--- config.mk ---
export PLATFORM = sky130hd
export DESIGN_NAME = stuff_serializer
export DESIGN_NICKNAME = d
export VERILOG_FILES = /design/src/rtl/stuff_serializer_pkg.sv /design/src/rtl/stuff_serializer_run_tracker.sv /design/src/rtl/stuff_serializer.sv
export SDC_FILE = /design/constraint.sdc
export NUM_CORES = 1
export LEC_CHECK = 0
export CAP_MARGIN = 20
export CORE_AREA = 2 2 46 48
export CTS_BUF_LIST = sky130_fd_sc_hd__clkbuf_8 sky130_fd_sc_hd__clkbuf_16
export DETAILED_ROUTE_END_ITERATION = 8
export DIE_AREA = 0 0 48 50
export PLACE_DENSITY = 0.69
export SKIP_LAST_GASP = 1
export SYNTH_ARGS = -nofsm -noshare
export SYNTH_HDL_FRONTEND = slang
export SYNTH_SLANG_ARGS = --single-unit
--- constraint.sdc ---
create_clock -name clk -period 3.35 [get_ports clk]
set_input_delay 0.67 -clock clk [delete_from_list [all_inputs] [get_ports clk]]
set_output_delay 0.67 -clock clk [all_outputs]
set_load 0.02 [all_outputs]
--- src/rtl/stuff_serializer_pkg.sv ---
// Shared types and defaults for the bit-stuffing serializer.
// The PARITY state only exists when PARITY_EN is defined.
package stuff_tx_pkg;

    localparam int DEF_DATA_W  = 8;
    localparam int DEF_MAX_RUN = 2;

    typedef enum logic [1:0] {
        IDLE   = 2'd0,
        DATA   = 2'd1,
        STUFF  = 2'd2
`ifdef PARITY_EN
        , PARITY = 2'd3
`endif
    } state_t;

    function automatic int run_cnt_w(input int max_run);
        return $clog2(max_run + 1);
    endfunction

endpackage

--- src/rtl/stuff_serializer_run_tracker.sv ---
// Tracks the run of equal line bits and flags when the current run has reached MAX_RUN.
// A strobe together with clear starts a fresh run with the strobed bit.
module run_tracker
    import stuff_tx_pkg::*;
#(
    parameter int MAX_RUN = DEF_MAX_RUN
) (
    input  logic clk,
    input  logic rst,
    input  logic line_bit,
    input  logic strobe,
    input  logic clear,
    output logic last_bit,
    output logic need_stuff
);

    localparam int CW = run_cnt_w(MAX_RUN);

    logic [CW-1:0] run_cnt;
    logic [CW:0]   ext_cnt;
    logic [CW:0]   nxt_cnt;

    // Saturate at MAX_RUN so a narrow counter never wraps.
    always_comb begin
        ext_cnt = {1'b0, run_cnt};
        if (clear || run_cnt == '0 || line_bit != last_bit) begin
            nxt_cnt = (CW+1)'(1);
        end else begin
            nxt_cnt = ext_cnt + 1'b1;
        end
        if (nxt_cnt > (CW+1)'(MAX_RUN)) begin
            nxt_cnt = (CW+1)'(MAX_RUN);
        end
    end

    always_ff @(posedge clk or posedge rst) begin
        if (rst) begin
            run_cnt  <= '0;
            last_bit <= 1'b0;
        end else if (strobe) begin
            run_cnt  <= nxt_cnt[CW-1:0];
            last_bit <= line_bit;
        end else if (clear) begin
            run_cnt <= '0;
        end
    end

    assign need_stuff = (run_cnt == CW'(MAX_RUN));

endmodule

--- src/rtl/stuff_serializer.sv ---
// LSB-first serializer that inserts a complementary stuff bit after every MAX_RUN equal bits.
// Define PARITY_EN to append an even-parity bit (itself subject to stuffing) to each frame.
module stuff_serializer
    import stuff_tx_pkg::*;
#(
    parameter int DATA_W  = DEF_DATA_W,
    parameter int MAX_RUN = DEF_MAX_RUN
) (
    input  logic              clk,
    input  logic              rst,
    input  logic              in_valid,
    output logic              in_ready,
    input  logic [DATA_W-1:0] in_data,
    output logic              tx_bit,
    output logic              tx_en,
    output logic              busy
);

    localparam int IDX_W = (DATA_W > 1) ? $clog2(DATA_W) : 1;

    // state names the kind of bit currently on the line.
    state_t            state;
    state_t            nxt_state;
    state_t            res_state;
    logic [DATA_W-1:0] sreg;
    logic [DATA_W-1:0] shifted;
    logic [IDX_W-1:0]  idx;
    logic              last_data;
    logic              res_drv;
    logic              res_bit;
    logic              drv;
    logic              drv_bit;
    logic              load;
    logic              trk_clear;
    logic              last_bit;
    logic              need_stuff;
`ifdef PARITY_EN
    logic              par;
    logic              par_sent;
`endif

    assign shifted   = sreg >> 1;
    assign last_data = (idx == IDX_W'(DATA_W - 1));

    // What follows a data or stuff bit when no new stuff bit is due.
    always_comb begin
        res_state = IDLE;
        res_drv   = 1'b0;
        res_bit   = 1'b0;
        if (!last_data) begin
            res_state = DATA;
            res_drv   = 1'b1;
            res_bit   = shifted[0];
        end
`ifdef PARITY_EN
        else if (!par_sent) begin
            res_state = PARITY;
            res_drv   = 1'b1;
            res_bit   = par;
        end
`endif
    end

    always_comb begin
        nxt_state = state;
        drv       = 1'b0;
        drv_bit   = 1'b0;
        load      = 1'b0;
        trk_clear = 1'b0;
        case (state)
            IDLE: begin
                if (in_valid) begin
                    load      = 1'b1;
                    trk_clear = 1'b1;
                    drv       = 1'b1;
                    drv_bit   = in_data[0];
                    nxt_state = DATA;
                end
            end
            DATA: begin
                if (need_stuff) begin
                    nxt_state = STUFF;
                    drv       = 1'b1;
                    drv_bit   = ~last_bit;
                end else begin
                    nxt_state = res_state;
                    drv       = res_drv;
                    drv_bit   = res_bit;
                end
            end
            STUFF: begin
                nxt_state = res_state;
                drv       = res_drv;
                drv_bit   = res_bit;
            end
`ifdef PARITY_EN
            PARITY: begin
                if (need_stuff) begin
                    nxt_state = STUFF;
                    drv       = 1'b1;
                    drv_bit   = ~last_bit;
                end else begin
                    nxt_state = IDLE;
                end
            end
`endif
            default: nxt_state = IDLE;
        endcase
    end

    always_ff @(posedge clk or posedge rst) begin
        if (rst) begin
            state  <= IDLE;
            tx_bit <= 1'b0;
            tx_en  <= 1'b0;
            sreg   <= '0;
            idx    <= '0;
`ifdef PARITY_EN
            par      <= 1'b0;
            par_sent <= 1'b0;
`endif
        end else begin
            state  <= nxt_state;
            tx_bit <= drv_bit;
            tx_en  <= drv;
            if (load) begin
                sreg <= in_data;
                idx  <= '0;
            end else if (nxt_state == DATA) begin
                sreg <= shifted;
                idx  <= idx + 1'b1;
            end
`ifdef PARITY_EN
            if (load) begin
                par      <= ^in_data;
                par_sent <= 1'b0;
            end else if (nxt_state == PARITY) begin
                par_sent <= 1'b1;
            end
`endif
        end
    end

    run_tracker #(
        .MAX_RUN(MAX_RUN)
    ) u_run_tracker (
        .clk       (clk),
        .rst       (rst),
        .line_bit  (drv_bit),
        .strobe    (drv),
        .clear     (trk_clear),
        .last_bit  (last_bit),
        .need_stuff(need_stuff)
    );

    assign in_ready = (state == IDLE) && !rst;
    assign busy     = (state != IDLE);

endmodule

**Yosys cells after proc, flatten, opt, wreduce, memory -nomap -nowiden**

Cells that the tools add are included.

- $add $sub $neg: 2
- Order comparisons: 1
- Equality and inequality tests: 6
- Multiplexer cells: 21
- Bitwise operators: 1
- Reduce and logical (&&, ||, !) cells: 9

Operators with widths:

| cell | number |
|---|---|
| $mux 8 | 2 |
| $mux 2 | 5 |
| $mux 3 | 3 |
| $mux 1 | 8 |
| $pmux 1 s3 | 2 |
| $pmux 2 s3 | 1 |
| $reduce_bool 2->1 | 3 |
| $eq 2x1->1 const B | 2 |
| $eq 2x2->1 const B | 2 |
| $logic_not 2->1 | 2 |
| $add 2x1->3 const B | 1 |
| $add 3x1->3 const B | 1 |
| $eq 3x3->1 const B | 1 |
| $gt 3x2->1 const B | 1 |
| $logic_or 1x1->1 | 2 |
| $logic_and 1x1->1 | 1 |
| $logic_not 1->1 | 1 |
| $ne 1x1->1 | 1 |
| $not 1->1 | 1 |

- Flip-flop bits (word level): 18
- Input bits: 11
- Output and inout port bits: 4
- Word-level logic and storage cells: 47

**Logic depth before layout (Yosys ltp)**

- Word-level depth: 10
- Gate-level depth with buffers: 7
- Gate-level depth less buffers: 6

**Cells and area by module**

Synthesis repeated with hierarchy kept, for this count alone.

- Cell total of the unflattened synthesis: 77
- Area, all modules: 894.6 sq um

Modules (own cells, without submodules):

| module | times used | cells an instance | area an instance (sq um) | seq. area each (sq um) |
|---|---|---|---|---|
| stuff_serializer | 1 | 58 | 706.9 | 350.3 |
| run_tracker | 1 | 19 | 187.7 | 75.1 |

**Worst setup path before layout**

No wires, ideal clock.

- Kind: register -> output
- From: register state[0]
- To: output port in_ready
- Arrival time: 1.118 ns
- Required time: 2.680 ns
- Slack: 1.562 ns
- Stages on the path, launching flop included: 5
- Buffers on the path: 1
- Cells stage by stage: dfrtp_1 -> buf_4 -> nor2_1 -> inv_1 -> nor2_1

- Word-level cells in the longest chain between the ends: 2

Ends and longest elaborated chain:

| item | RTL line | text |
|---|---|---|
| from (decl) | stuff_serializer.sv:22 | `state_t state;` |
| from (signal assigned) | stuff_serializer.sv:123 | `state <= nxt_state;` |
| $logic_not 2->1 | stuff_serializer.sv:156 | `assign in_ready = (state == IDLE) && !rst;` |
| $logic_and 1x1->1 | stuff_serializer.sv:156 |  |
| to (decl) | stuff_serializer.sv:12 | `output logic in_ready,` |

No other way between the ends.

**Worst setup path in the final report**

- From: input port rst
- To: output port in_ready

- Word-level cells in the longest chain between the ends: 2

Ends and longest elaborated chain:

| item | RTL line | text |
|---|---|---|
| from (decl) | stuff_serializer.sv:10 | `input logic rst,` |
| $logic_not 1->1 (no line) | - |  |
| $logic_and 1x1->1 | stuff_serializer.sv:156 |  |

No other way between the ends.

==> results.md <==
- Critical path class: in -> out
- Tcrit/Tclk final: between 70 and 80%
- CTS sink count: 17
- Port bufs: 14
- Worst slew pin tran: between 0.6 and 0.7 ns
- Max-cap violations: 0
- Ys async rst share: 100%
- Rel. slew slack: 57.6%
- Worst-skew pair later-pin latency: between 0.2 and 0.25 ns
- Max-slew violations: 0
- Hold_buf cts: 0
- Worst VDD drop: 0.507 mV
- H-tree levels: 1
- # resized after CTS: 0
- Top cells by count, synth: dfrtp_1 (17), inv_1 (8), nor2_1 (8)
- Worst Path Arrival: between 1.5 and 2 ns
- Area share of the largest cell type after synthesis: 47.6%
- Final wirelength: between 1500 and 2000 µm
- ANT cells: 0
- First-pass GRT wire length: 2570 µm
- Initial Util: a little under half
- Flop and latch count out of synthesis: 17
- Crit path cell chain: clkdlybuf4s50_1 -> nor2_1 -> clkdlybuf4s50_1
- Predominant post-synthesis flop cell: dfrtp_1
- Critical Path RT: 2.68 ns
- Die X: 48 µm
- WP buf/inv: 2
- Share of cells above drive strength 1: 11.2%
- Setup Total Neg Slack: 0 ns
- Hold-critical path depth: 1
- Vias/cell: 5.01
- Critical path peak fanout: 2
- Num rows: 16
- Setup violators final: 0
- Worst r2r src: u_run_tracker.run_cnt[0]
- Area leader, netlist: dfrtp_1
- Initial antenna violation count: 0
- Number of fill cells in the layout: 162
- TritonCTS clock tree: built
- Slowest-stage cell, CP: clkdlybuf4s50_1
- Cells after Synth: between 80 and 90
- Hold endpoint: sreg[2]
- R2R setup slack: 1.15 ns
- Top Metal Used: met4
- Routability cong.: 0.818
- Crit path largest cell delay: 0.61 ns
- WL/cell: 12.0 µm
- Remaining DRCs: 0
- Setup Skew: 0.00159 ns
- Pin count of the biggest net entering global routing: 18
- Seq/Total Area, Yosys: a little under half
- I/O pin cnt: 15
- CP top delay family: buffers and inverters
- Met3 WL post-DR: 37 µm
- DRT Pass-1 Iters: 4
- RSZ-0062 raised after global routing: false
- GRT Residual Overflow: 0
- Synthesized net count: 100
- Root Driver: clkbuf_8
- Post-CTS Setup Repair Bufs: 0
- Reg2reg end: sreg[4]
- Core ar.: 1900 µm²
- Final worst path period need: 2.48 ns
- Cells on worst reg2reg path: 6
- Syn avg cell area: about 11 µm²
- Metal-1 WL: between 600 and 700 µm
- Die ar.: between 2000 and 2500 µm²
- Total CTS buffers: 3
- Cell Pwr Density: 932 nW/µm²
- Yosys warning total: 0
- Area growth syn-to-layout: 20.6%
- CP endpoint kind: primary output
- Fin. Hold Viols: 0
- Layout Nets: 115
- Design area: 1080 µm²
- DP Area: 1030 µm²
- Final Power: 1000 µW
- Max Clock Freq: 0.403 GHz
- Post-synth EDFFs: 0
- Vias: 626
- Hold WC Path Type: reg -> reg
- Reg clk slew, reported paths: 0.06 ns
- Pleak: 0.000526 µW
- WP depth: 3
- Initial drt markers: 10
- Metal2 WL: between 700 and 800 µm
- Most frequent CP cell: clkdlybuf4s50_1
- Post-Synthesis Cell Area: 893 µm²
- Startpoint types: primary input
- Layout Utilization: 56.6%
- Cell variety after synth: 28
- Post-route ant nets: 0
- Max clock buf depth: 2
- All-Layer GR Usage: 14.8%
- Most common cell in the netlist: dfrtp_1
- Status: finished clean
- Vias in the first global route: roughly 630
- Die Height: 50 µm
- Detailed Place HPWL: 1200 µm
- Synth area leaders: dfrtp_1 (48%), ha_1 (7.0%), a22o_2 (5.6%), a21o_1 (4.2%), mux2i_1 (3.4%)
- HP Start: sreg[2]
## layer usage
metal / vias to the layer above / GRT usage (%)
li1: 316 / -
met1: 300 / 19.3
met2: 8 / 23.3
met3: 2 / 3.30
met4: 0 / 5.41
met5: - / 0
## placed cells by master (no fill, tap or decap)
| cell type | count |
|---|---|
| ha_1 | 5 |
| o311ai_0 | 1 |
| a21o_1 | 5 |
| dfrtp_1 | 17 |
| nand2b_1 | 2 |
| clkdlybuf4s50_1 | 14 |
| o21ai_0 | 4 |
| a21o_2 | 1 |
| a221o_1 | 1 |
| nor2_1 | 8 |
| or2b_1 | 1 |
| o32a_1 | 1 |
| clkbuf_8 | 3 |
| and2_1 | 1 |
| mux2i_1 | 3 |
| o21bai_1 | 1 |
| a21oi_2 | 1 |
| mux2_2 | 1 |
| nand2_1 | 5 |
| xnor2_1 | 2 |
| a21oi_1 | 3 |
| nand3b_1 | 1 |
| a22o_2 | 5 |
| nor3_1 | 1 |
| inv_1 | 9 |
| o32ai_1 | 1 |
| or3b_1 | 1 |
## logic make-up (layout without fill, tap and decap cells)
group / Yosys count / after routing / share of synthesized area [%]
AOI/OAI and AO/OA: 24 / 24 / 20.7
DFF: 17 / 17 / 47.6
buffers and inverters: 12 / 26 / 7.28
adders and majority gates: 5 / 5 / 7.00
xor gates and xnor gates: 2 / 2 / 1.96
and+or+nand+nor: 20 / 20 / 10.8
muxes: 4 / 4 / 4.62
## worst max-delay path by stage
stage / startpoint / to / slack, ns
after floorplan: state[0] / in_ready / 1.56
after global placement: rst / in_ready / 0.89
after detailed placement: rst / in_ready / 0.86
after CTS: rst / in_ready / 0.85
after global routing: state[0] / in_ready / 0.81
final: rst / in_ready / 0.87
## registers in the layout (all words and copies together) (netlist names)
name                    cells
u_run_tracker.run_cnt       2
tx_bit                      1
state                       2
tx_en                       1
u_run_tracker.last_bit      1
idx                         3
sreg                        7
## through the flow
step                      hold WS [ns]  std cells  setup slack (ns)
after floorplan                  0.449         84              1.56
after global placement           0.459        121             0.892
after detailed placement         0.467        121             0.857
after CTS                        0.481        125             0.854
after global routing             0.499        125             0.810
final                            0.478        125             0.868
## where the power goes
group | switching [µW] | internal [µW]
combinational | 247 | 249
clock | 63.4 | 81.0
sequential | 62.3 | 301
total | 372 | 631
## final cells by class
class | count | area, µm² | share of cell area (%)
sequential | 17 | 425 | 39.5
multi-input combinational | 55 | 403 | 37.4
timing repair buffer | 14 | 140 | 13.0
clock buffer | 3 | 41.3 | 3.83
tap | 27 | 33.8 | 3.14
inverter | 8 | 30.0 | 2.79
clock inverter | 1 | 3.75 | 0.348
Note: power is estimated with default switching activity, not from simulation.
